**config.mk**
```make
export PLATFORM = sky130hd
export DESIGN_NAME = signal_debouncer
export DESIGN_NICKNAME = d
export VERILOG_FILES = /design/src/rtl/signal_debouncer_pkg.sv /design/src/rtl/signal_debouncer_sync.sv /design/src/rtl/signal_debouncer.sv
export SDC_FILE = /design/constraint.sdc
export NUM_CORES = 1
export LEC_CHECK = 0
export BUFFER_PORTS_ARGS = -buffer_cell sky130_fd_sc_hd__buf_2
export CAP_MARGIN = 10
export CORE_UTILIZATION = 30
export DETAILED_ROUTE_END_ITERATION = 12
export PLACE_DENSITY = 0.52
export SLEW_MARGIN = 20
export SYNTH_ARGS = -nofsm -noshare
export SYNTH_HDL_FRONTEND = slang
export SYNTH_SLANG_ARGS = --single-unit
```
**constraint.sdc**
```tcl
create_clock -name clock -period 2.4 [get_ports clock]
set_input_delay 0.72 -clock clock [delete_from_list [all_inputs] [get_ports clock]]
set_output_delay 0.72 -clock clock [all_outputs]
set_load 0.01 [all_outputs]
```
**src/rtl/signal_debouncer_pkg.sv**
```systemverilog
// Shared types and helpers for the signal debouncer: FSM state encoding and
// the width helper used to size the stability counter.
package signal_debouncer_pkg;

  typedef enum logic [1:0] {
    STABLE_LOW  = 2'b00,
    CHECK_HIGH  = 2'b01,
    CHECK_LOW   = 2'b10,
    STABLE_HIGH = 2'b11
  } state_e;

  // Number of bits needed to represent values 0 .. value-1.
  function automatic int clog2(input int value);
    int r;
    r = 0;
    while ((1 << r) < value) r++;
    return r;
  endfunction

endpackage

```
**src/rtl/signal_debouncer_sync.sv**
```systemverilog
// Multi-flop synchronizer bringing an asynchronous level into the clock domain.
module signal_debouncer_sync #(
  parameter int SYNC_STAGES = 2,
  parameter bit RESET_VALUE = 1'b0
) (
  input  logic clock,
  input  logic resetn,
  input  logic i_async,
  output logic o_sync
);

  logic [SYNC_STAGES-1:0] r_sync;

  // NOTE: sequential state uses non-blocking assignments so every flop samples
  // the pre-edge value of its neighbour; blocking here would collapse the chain.
  always_ff @(posedge clock or negedge resetn) begin
    if (!resetn) begin
      r_sync <= {SYNC_STAGES{RESET_VALUE}};
    end else begin
      r_sync <= {r_sync[SYNC_STAGES-2:0], i_async};
    end
  end

  assign o_sync = r_sync[SYNC_STAGES-1];

endmodule

```
**src/rtl/signal_debouncer.sv**
```systemverilog
// Debouncer: synchronizer, stability counter and 4-state qualification FSM
// producing a clean registered level plus a "qualifying" indicator.
module signal_debouncer
  import signal_debouncer_pkg::*;
#(
  parameter int STABLE_CYCLES = 16,
  parameter int SYNC_STAGES   = 2,
  parameter bit RESET_VALUE   = 1'b0
) (
  input  logic clock,
  input  logic resetn,
  input  logic signal,
  output logic debounced,
  output logic unstable
);

  localparam int              CNT_W       = clog2(STABLE_CYCLES + 1);
  localparam logic [CNT_W-1:0] CNT_LAST   = CNT_W'(STABLE_CYCLES - 1);
  localparam state_e          RESET_STATE = RESET_VALUE ? STABLE_HIGH : STABLE_LOW;

  state_e           r_state, w_next_state;
  logic [CNT_W-1:0] r_count, w_next_count;
  logic             r_debounced, w_next_debounced;
  logic             r_unstable, w_next_unstable;
  logic             w_synced;
  logic             w_mismatch;

  signal_debouncer_sync #(
    .SYNC_STAGES(SYNC_STAGES),
    .RESET_VALUE(RESET_VALUE)
  ) u_sync (
    .clock  (clock),
    .resetn (resetn),
    .i_async(signal),
    .o_sync (w_synced)
  );

  assign w_mismatch = w_synced ^ r_debounced;

  always_ff @(posedge clock or negedge resetn) begin
    if (!resetn) begin
      r_state     <= RESET_STATE;
      r_count     <= '0;
      r_debounced <= RESET_VALUE;
      r_unstable  <= 1'b0;
    end else begin
      r_state     <= w_next_state;
      r_count     <= w_next_count;
      r_debounced <= w_next_debounced;
      r_unstable  <= w_next_unstable;
    end
  end

  // NOTE: every signal driven in always_comb gets a default first, so no path
  // can leave it unassigned and infer a latch.
  always_comb begin
    w_next_state = r_state;
    case (r_state)
      STABLE_LOW, STABLE_HIGH: begin
        if (w_mismatch) begin
          if (STABLE_CYCLES == 1) begin
            w_next_state = (r_state == STABLE_LOW) ? STABLE_HIGH : STABLE_LOW;
          end else begin
            w_next_state = (r_state == STABLE_LOW) ? CHECK_HIGH : CHECK_LOW;
          end
        end
      end
      CHECK_HIGH: begin
        if (!w_mismatch)              w_next_state = STABLE_LOW;
        else if (r_count == CNT_LAST) w_next_state = STABLE_HIGH;
      end
      CHECK_LOW: begin
        if (!w_mismatch)              w_next_state = STABLE_HIGH;
        else if (r_count == CNT_LAST) w_next_state = STABLE_LOW;
      end
      default: w_next_state = RESET_STATE;
    endcase
  end

  always_comb begin
    w_next_count     = r_count;
    w_next_debounced = r_debounced;
    case (r_state)
      STABLE_LOW, STABLE_HIGH: begin
        if (w_mismatch) begin
          if (STABLE_CYCLES == 1) w_next_debounced = w_synced;
          else                    w_next_count     = CNT_W'(1);
        end
      end
      CHECK_HIGH, CHECK_LOW: begin
        if (!w_mismatch) begin
          w_next_count = '0;
        end else if (r_count == CNT_LAST) begin
          w_next_debounced = w_synced;
          w_next_count     = '0;
        end else begin
          w_next_count = r_count + CNT_W'(1);
        end
      end
      default: w_next_count = '0;
    endcase
    // Any bounce lands back in a STABLE state, so the count restarts from zero.
    w_next_unstable = (w_next_state == CHECK_HIGH) || (w_next_state == CHECK_LOW);
  end

  assign debounced = r_debounced;
  assign unstable  = r_unstable;

endmodule

```
Word level (Yosys, flattened, before mapping)
Index checks and enable logic that the tools add are counted.
{"block": "word_totals", "ff_bits": 11, "input_bits": 3, "output_inout_bits": 2, "word_cells": 30}
{"block": "op_classes", "add_sub_neg": 1, "eq_ne": 7, "muxes": 11, "n_bitwise": 1, "n_reduce_logical": 5}
{"cell": "5-bit 2-to-1 mux", "count": 3}
{"cell": "2-bit 2-to-1 mux", "count": 6}
{"cell": "5-bit case mux with 2 select lines", "count": 1}
{"cell": "2-bit == test, second input constant", "count": 3}
{"cell": "2-bit case mux with 3 select lines", "count": 1}
{"cell": "5-bit by 1-bit adder with 5-bit output, second input constant", "count": 1}
{"cell": "5-bit by 4-bit == test with 1-bit output, second input constant", "count": 1}
{"cell": "2-bit by 1-bit == test with 1-bit output, second input constant", "count": 2}
{"cell": "2-bit OR reduction", "count": 2}
{"cell": "3-bit AND reduction", "count": 1}
{"cell": "2-bit logical NOT", "count": 1}
{"cell": "2-bit inequality test, second input constant", "count": 1}
{"cell": "1-bit logical OR", "count": 1}
{"cell": "1-bit bitwise XOR", "count": 1}

Longest topological paths before layout
{"block": "logic_depth", "depth_word": 6, "depth_mapped": 7}

Hierarchy
A second synthesis with hierarchy kept.
{"block": "hier_totals", "hier_cells": 63, "hier_area_um2": 631.9}
{"mod": "signal_debouncer", "instances": 1, "cells_each": 61, "area_each_um2": 581.8, "seq_area_each_um2": 225.2}
{"mod": "signal_debouncer_sync", "instances": 1, "cells_each": 2, "area_each_um2": 50.0, "seq_area_each_um2": 50.0}

Worst setup path before layout
OpenSTA, ideal clock, no wires.
{"block": "synth_timing", "kind": "flip-flop to flip-flop", "startpoint": "register r_count[0]", "endpoint": "register r_unstable (netlist: unstable)", "setup_ps": 122, "t_arrival_ps": 1546, "setup_slack_ps": 732, "path_stages_with_launch": 8, "path_buffers": 1, "synth_period_minus_slack_ps": 1668, "cell_sequence": "dfrtp_1 -> ha_1 -> and4b_1 -> buf_2 -> mux2_4 -> nand2_1 -> o21ai_1 -> a32o_1"}
{"block": "synth_between", "elab_chain_cells": 6}
{"item": "start: declaration", "line": "signal_debouncer.sv:22", "rtl": "logic [CNT_W-1:0] r_count, w_next_count;"}
{"item": "start signal: assignment", "line": "signal_debouncer.sv:48", "rtl": "r_count <= w_next_count;"}
{"item": "5-bit by 4-bit == test with 1-bit output *", "line": "signal_debouncer.sv:70, signal_debouncer.sv:74"}
{"item": "2-bit 2-to-1 mux (on tied branches)", "line": "signal_debouncer.sv:74, signal_debouncer.sv:70"}
{"item": "2-bit 2-to-1 mux (on tied branches)", "line": "signal_debouncer.sv:73, signal_debouncer.sv:69"}
{"item": "2-bit case mux with 3 select lines *", "line": "signal_debouncer.sv:58", "rtl": "case (r_state)"}
{"item": "2-bit by 1-bit == test with 1-bit output / 2-bit == test (equally long branches)", "line": "signal_debouncer.sv:103", "rtl": "w_next_unstable = (w_next_state == CHECK_HIGH) || (w_next_state == CHECK_LOW);"}
{"item": "1-bit logical OR *", "line": "signal_debouncer.sv:103"}
{"item": "net w_next_unstable", "line": "signal_debouncer.sv:24", "rtl": "logic r_unstable, w_next_unstable;"}
{"item": "end signal: assignment", "line": "signal_debouncer.sv:50", "rtl": "r_unstable <= w_next_unstable;"}
{"item": "end: declaration", "line": "signal_debouncer.sv:24"}
Mark *: on every way through the listed nets, which the timed path passes. The rest lies on a longest branch.
A chain may end at the register's enable or synchronous reset.

Worst setup path after layout
{"block": "layout_timing", "startpoint": "register r_state[1]", "endpoint": "register r_unstable (netlist: unstable)"}
{"block": "layout_between", "elab_chain_cells": 6}
{"item": "start: declaration", "line": "signal_debouncer.sv:21", "rtl": "state_e r_state, w_next_state;"}
{"item": "start signal: assignment", "line": "signal_debouncer.sv:47", "rtl": "r_state <= w_next_state;"}
{"item": "2-bit logical NOT", "line": "signal_debouncer.sv:58, signal_debouncer.sv:64"}
{"item": "2-bit 2-to-1 mux", "line": "signal_debouncer.sv:64", "rtl": "w_next_state = (r_state == STABLE_LOW) ? CHECK_HIGH : CHECK_LOW;"}
{"item": "2-bit 2-to-1 mux", "line": "signal_debouncer.sv:60", "rtl": "if (w_mismatch) begin"}
{"item": "2-bit case mux with 3 select lines *", "line": "signal_debouncer.sv:58"}
{"item": "2-bit by 1-bit == test with 1-bit output / 2-bit == test (equally long branches)", "line": "signal_debouncer.sv:103"}
{"item": "1-bit logical OR *", "line": "signal_debouncer.sv:103"}
{"item": "net w_next_unstable", "line": "signal_debouncer.sv:24"}
Marks and branches as above.

==> summary.md <==
| Metric | Value |
|---|---|
| Status | `finished, final reports clean` |
| Final setup violation count | `0` |
| Die H | `47.0 um` |
| Relative slew slack | `0.750` |
| Global route total overflow | `0` |
| Inserted Diodes | `0` |
| Post-DR vias/cell | `around 4.7` |
| Flops & latches, synth | `11` |
| Post-CTS resize count | `0` |
| Most used DFF post-synth | `dfrtp_1` |
| Hold Fails Final Rpt | `0` |
| CTS Hold Buffers Added | `0` |
| Placer Congestion | `~0.79` |
| Max-slew violation count | `0` |
| Min-Delay Path Class | `in2async` |
| TritonCTS clock tree | `yes` |
| Max cap viols | `0` |
| RSZ-0062 raised after global routing | `false` |
| Leak | `0.317 nW` |
| DP HPWL | `around 760 um` |
| Max Freq | `around 0.57 GHz` |
| Nets | `a little under 80` |
| Initial antenna violation count | `0` |
| Synth top area cells | `dfrtp_1 45%, nand2_1 8.6%, ha_1 8.2%` |
| CTS Root Cell | `clkbuf_4` |
| First-pass GRT wire length | `~1700 um` |
| CP Launch Type | `register` |
| Layout Area Growth over Synthesis | `12.6%` |
| Clk sinks | `11` |
| Clk_skew | `just over 0.008 ns` |
| Clock transition at path regs | `roughly 0.08 ns` |
| Max H-tree Level | `1` |
| Number of global-route vias before repair | `386` |
| CP Cell Sequence | `inv_1, ha_1, nand2_1, o21ai_2, o21ai_1, a32o_1` |
| Io pins | `5` |
| Crit path max-delay cell type | `ha_1` |
| Tmin final | `1.74 ns` |
| Synth top area share | `0.453` |
| Row cnt | `15` |
| Post-route ant nets | `0` |
| Avg Inst Size Synth | `9.65 um2` |
| Post-synth EDFFs | `0` |
| Tot GR Track Use | `0.118` |
| DRC violations left | `0` |
| R2r worst-path depth | `6` |
| Post-CTS Setup Bufs | `0` |
| Worst path arrival time | `about 1.9 ns` |
| Critical path startpoint | `r_state[1]` |
| Vias | `between 400 and 500` |
| Die W | `about 47 um` |
| Kind of critical path | `reg2reg` |
| DRT Pass-1 Iters | `4` |
| Layout cell share with drive strength beyond 1 | `0.171` |
| Post-Route Utilization | `0.376` |
| Least-Margin Pin Slew | `around 0.37 ns` |
| Count leader, synth | `nand2_1` |
| Peak supply drop | `0.478 mV` |
| Most common library cells after synthesis | `14 x nand2_1, 11 x dfrtp_1, 6 x nand3_1, 6 x o21ai_0, 4 x ha_1` |
| P per Cell Area | `roughly 1000 nW/um2` |
| Final WL | `between 1000 and 1500 um` |
| Area leader, netlist | `dfrtp_1` |
| Setup TNS | `0 ns` |
| FFs w/ async S/R, synth | `1.00` |
| Largest net degree at the start of global routing | `15` |
| Synth Cell Area | `608 um2` |
| Crit end category | `register` |
| Slowest stage delay, CP | `approximately 0.50 ns` |
| Req. time, crit path | `roughly 2.6 ns` |
| Core ar. | `~1800 um2` |
| Synth cell types | `24` |
| Initial Util | `0.334` |
| CTS buffer count | `3` |
| Die Area | `around 2200 um2` |
| Initial detailed-routing violation count | `3` |
| Synthesized net count | `70` |
| R2R Setup Slk | `~0.66 ns` |
| Critical Path Fanout Max | `14` |
| Synthesized netlist cell count | `63` |
| DR WL/cell | `about 11 um` |
| Worst-case clock buffer depth | `2` |
| Sequential-to-total area share from yosys stat | `0.453` |
| Syn. warnings | `0` |
| I/O Buffers | `4` |
| Crit share post-route | `0.727` |
| Worst r2r src | `r_state[1]` |
| Worst skew pair latency | `approximately 0.27 ns` |
| Worst Hold Slack | `0.305 ns` |
[area by class of cell]
class / instances / area, um2
Tap cell: 25 / 31.3
Multi-Input combinational cell: 48 / 317
Clock buffer: 4 / 26.3
Timing Repair Buffer: 5 / 27.5
Inverter: 2 / 7.51
Sequential cell: 11 / 275
Fill cell: 198 / 1140
[cell usage in the layout, fill, tap and decap left out, types with 2 or more instances in the layout]
master and count:
nand2_1 14, o21ai_0 6, xnor2_1 2, dfrtp_1 11, inv_1 2, o21ai_1 2
ha_1 4, clkbuf_4 3, buf_2 4, nand3_1 6
[path summary, 6_finish.rpt]
path                                    endpoint
worst max-delay path                    unstable
worst min-delay path                  r_count[1]
worst max register to register          unstable
worst min register to register  u_sync.r_sync[1]
max in group asynchronous               unstable
min in group clock              u_sync.r_sync[1]
[kinds of logic after synthesis]
kind of cell,count (synthesis),synth area share
AND/OR/NAND/NOR,24,0.179
AO/OA/AOI/OAI,13,0.130
flip-flops,11,0.453
XOR/XNOR,4,0.0700
buffers and inverters,4,0.0267
adder cells (fa/ha/maj),4,0.0823
multiplexers,3,0.0597
[routing by layer]
layer,routed length [um],GRT usage,part of all wire
met5,0,0,0
met4,7,0.0686,0.0069
met3,24,0.0346,0.024
met2,423,0.136,0.42
met1,554,0.187,0.55
[flip-flops by register name (all words and copies together) (netlist names)]
register and flops:
debounced 1, r_count 5, r_state 2, u_sync.r_sync 2, unstable 1
[stage by stage]
| step | setup WS, ns | instances | total power [mW] | cell area, um2 |
|---|---|---|---|---|
| global placement | 0.611 | 91 | 0.581 | 658 |
| global route | 0.523 | 95 | 0.770 | 684 |
| finish | 0.656 | 95 | 0.705 | 684 |
| CTS | 0.642 | 95 | 0.715 | 684 |
| detailed placement | 0.650 | 91 | 0.584 | 658 |
| floorplan | 0.732 | 63 | 0.516 | 608 |
[power breakdown]
| part | internal (mW) | switching (mW) | leakage, nW |
|---|---|---|---|
| registers | 0.231 | 0.0389 | 0.141 |
| clock network | 0.0643 | 0.0634 | 0.0150 |
| logic | 0.130 | 0.177 | 0.161 |
| total | 0.426 | 0.279 | 0.317 |
[worst max-delay path, delay by kind of cell, from the launching register on]
| family | cells | cell delay, ns |
|---|---|---|
| adder cells (fa/ha/maj) | 1 | 0.50 |
| AND/OR/NAND/NOR | 1 | 0.11 |
| buffers and inverters | 1 | 0.08 |
| AO/OA/AOI/OAI | 3 | 0.54 |
| flip-flops | 1 | 0.40 |
No activity file was read; power rests on OpenSTA's default activity.
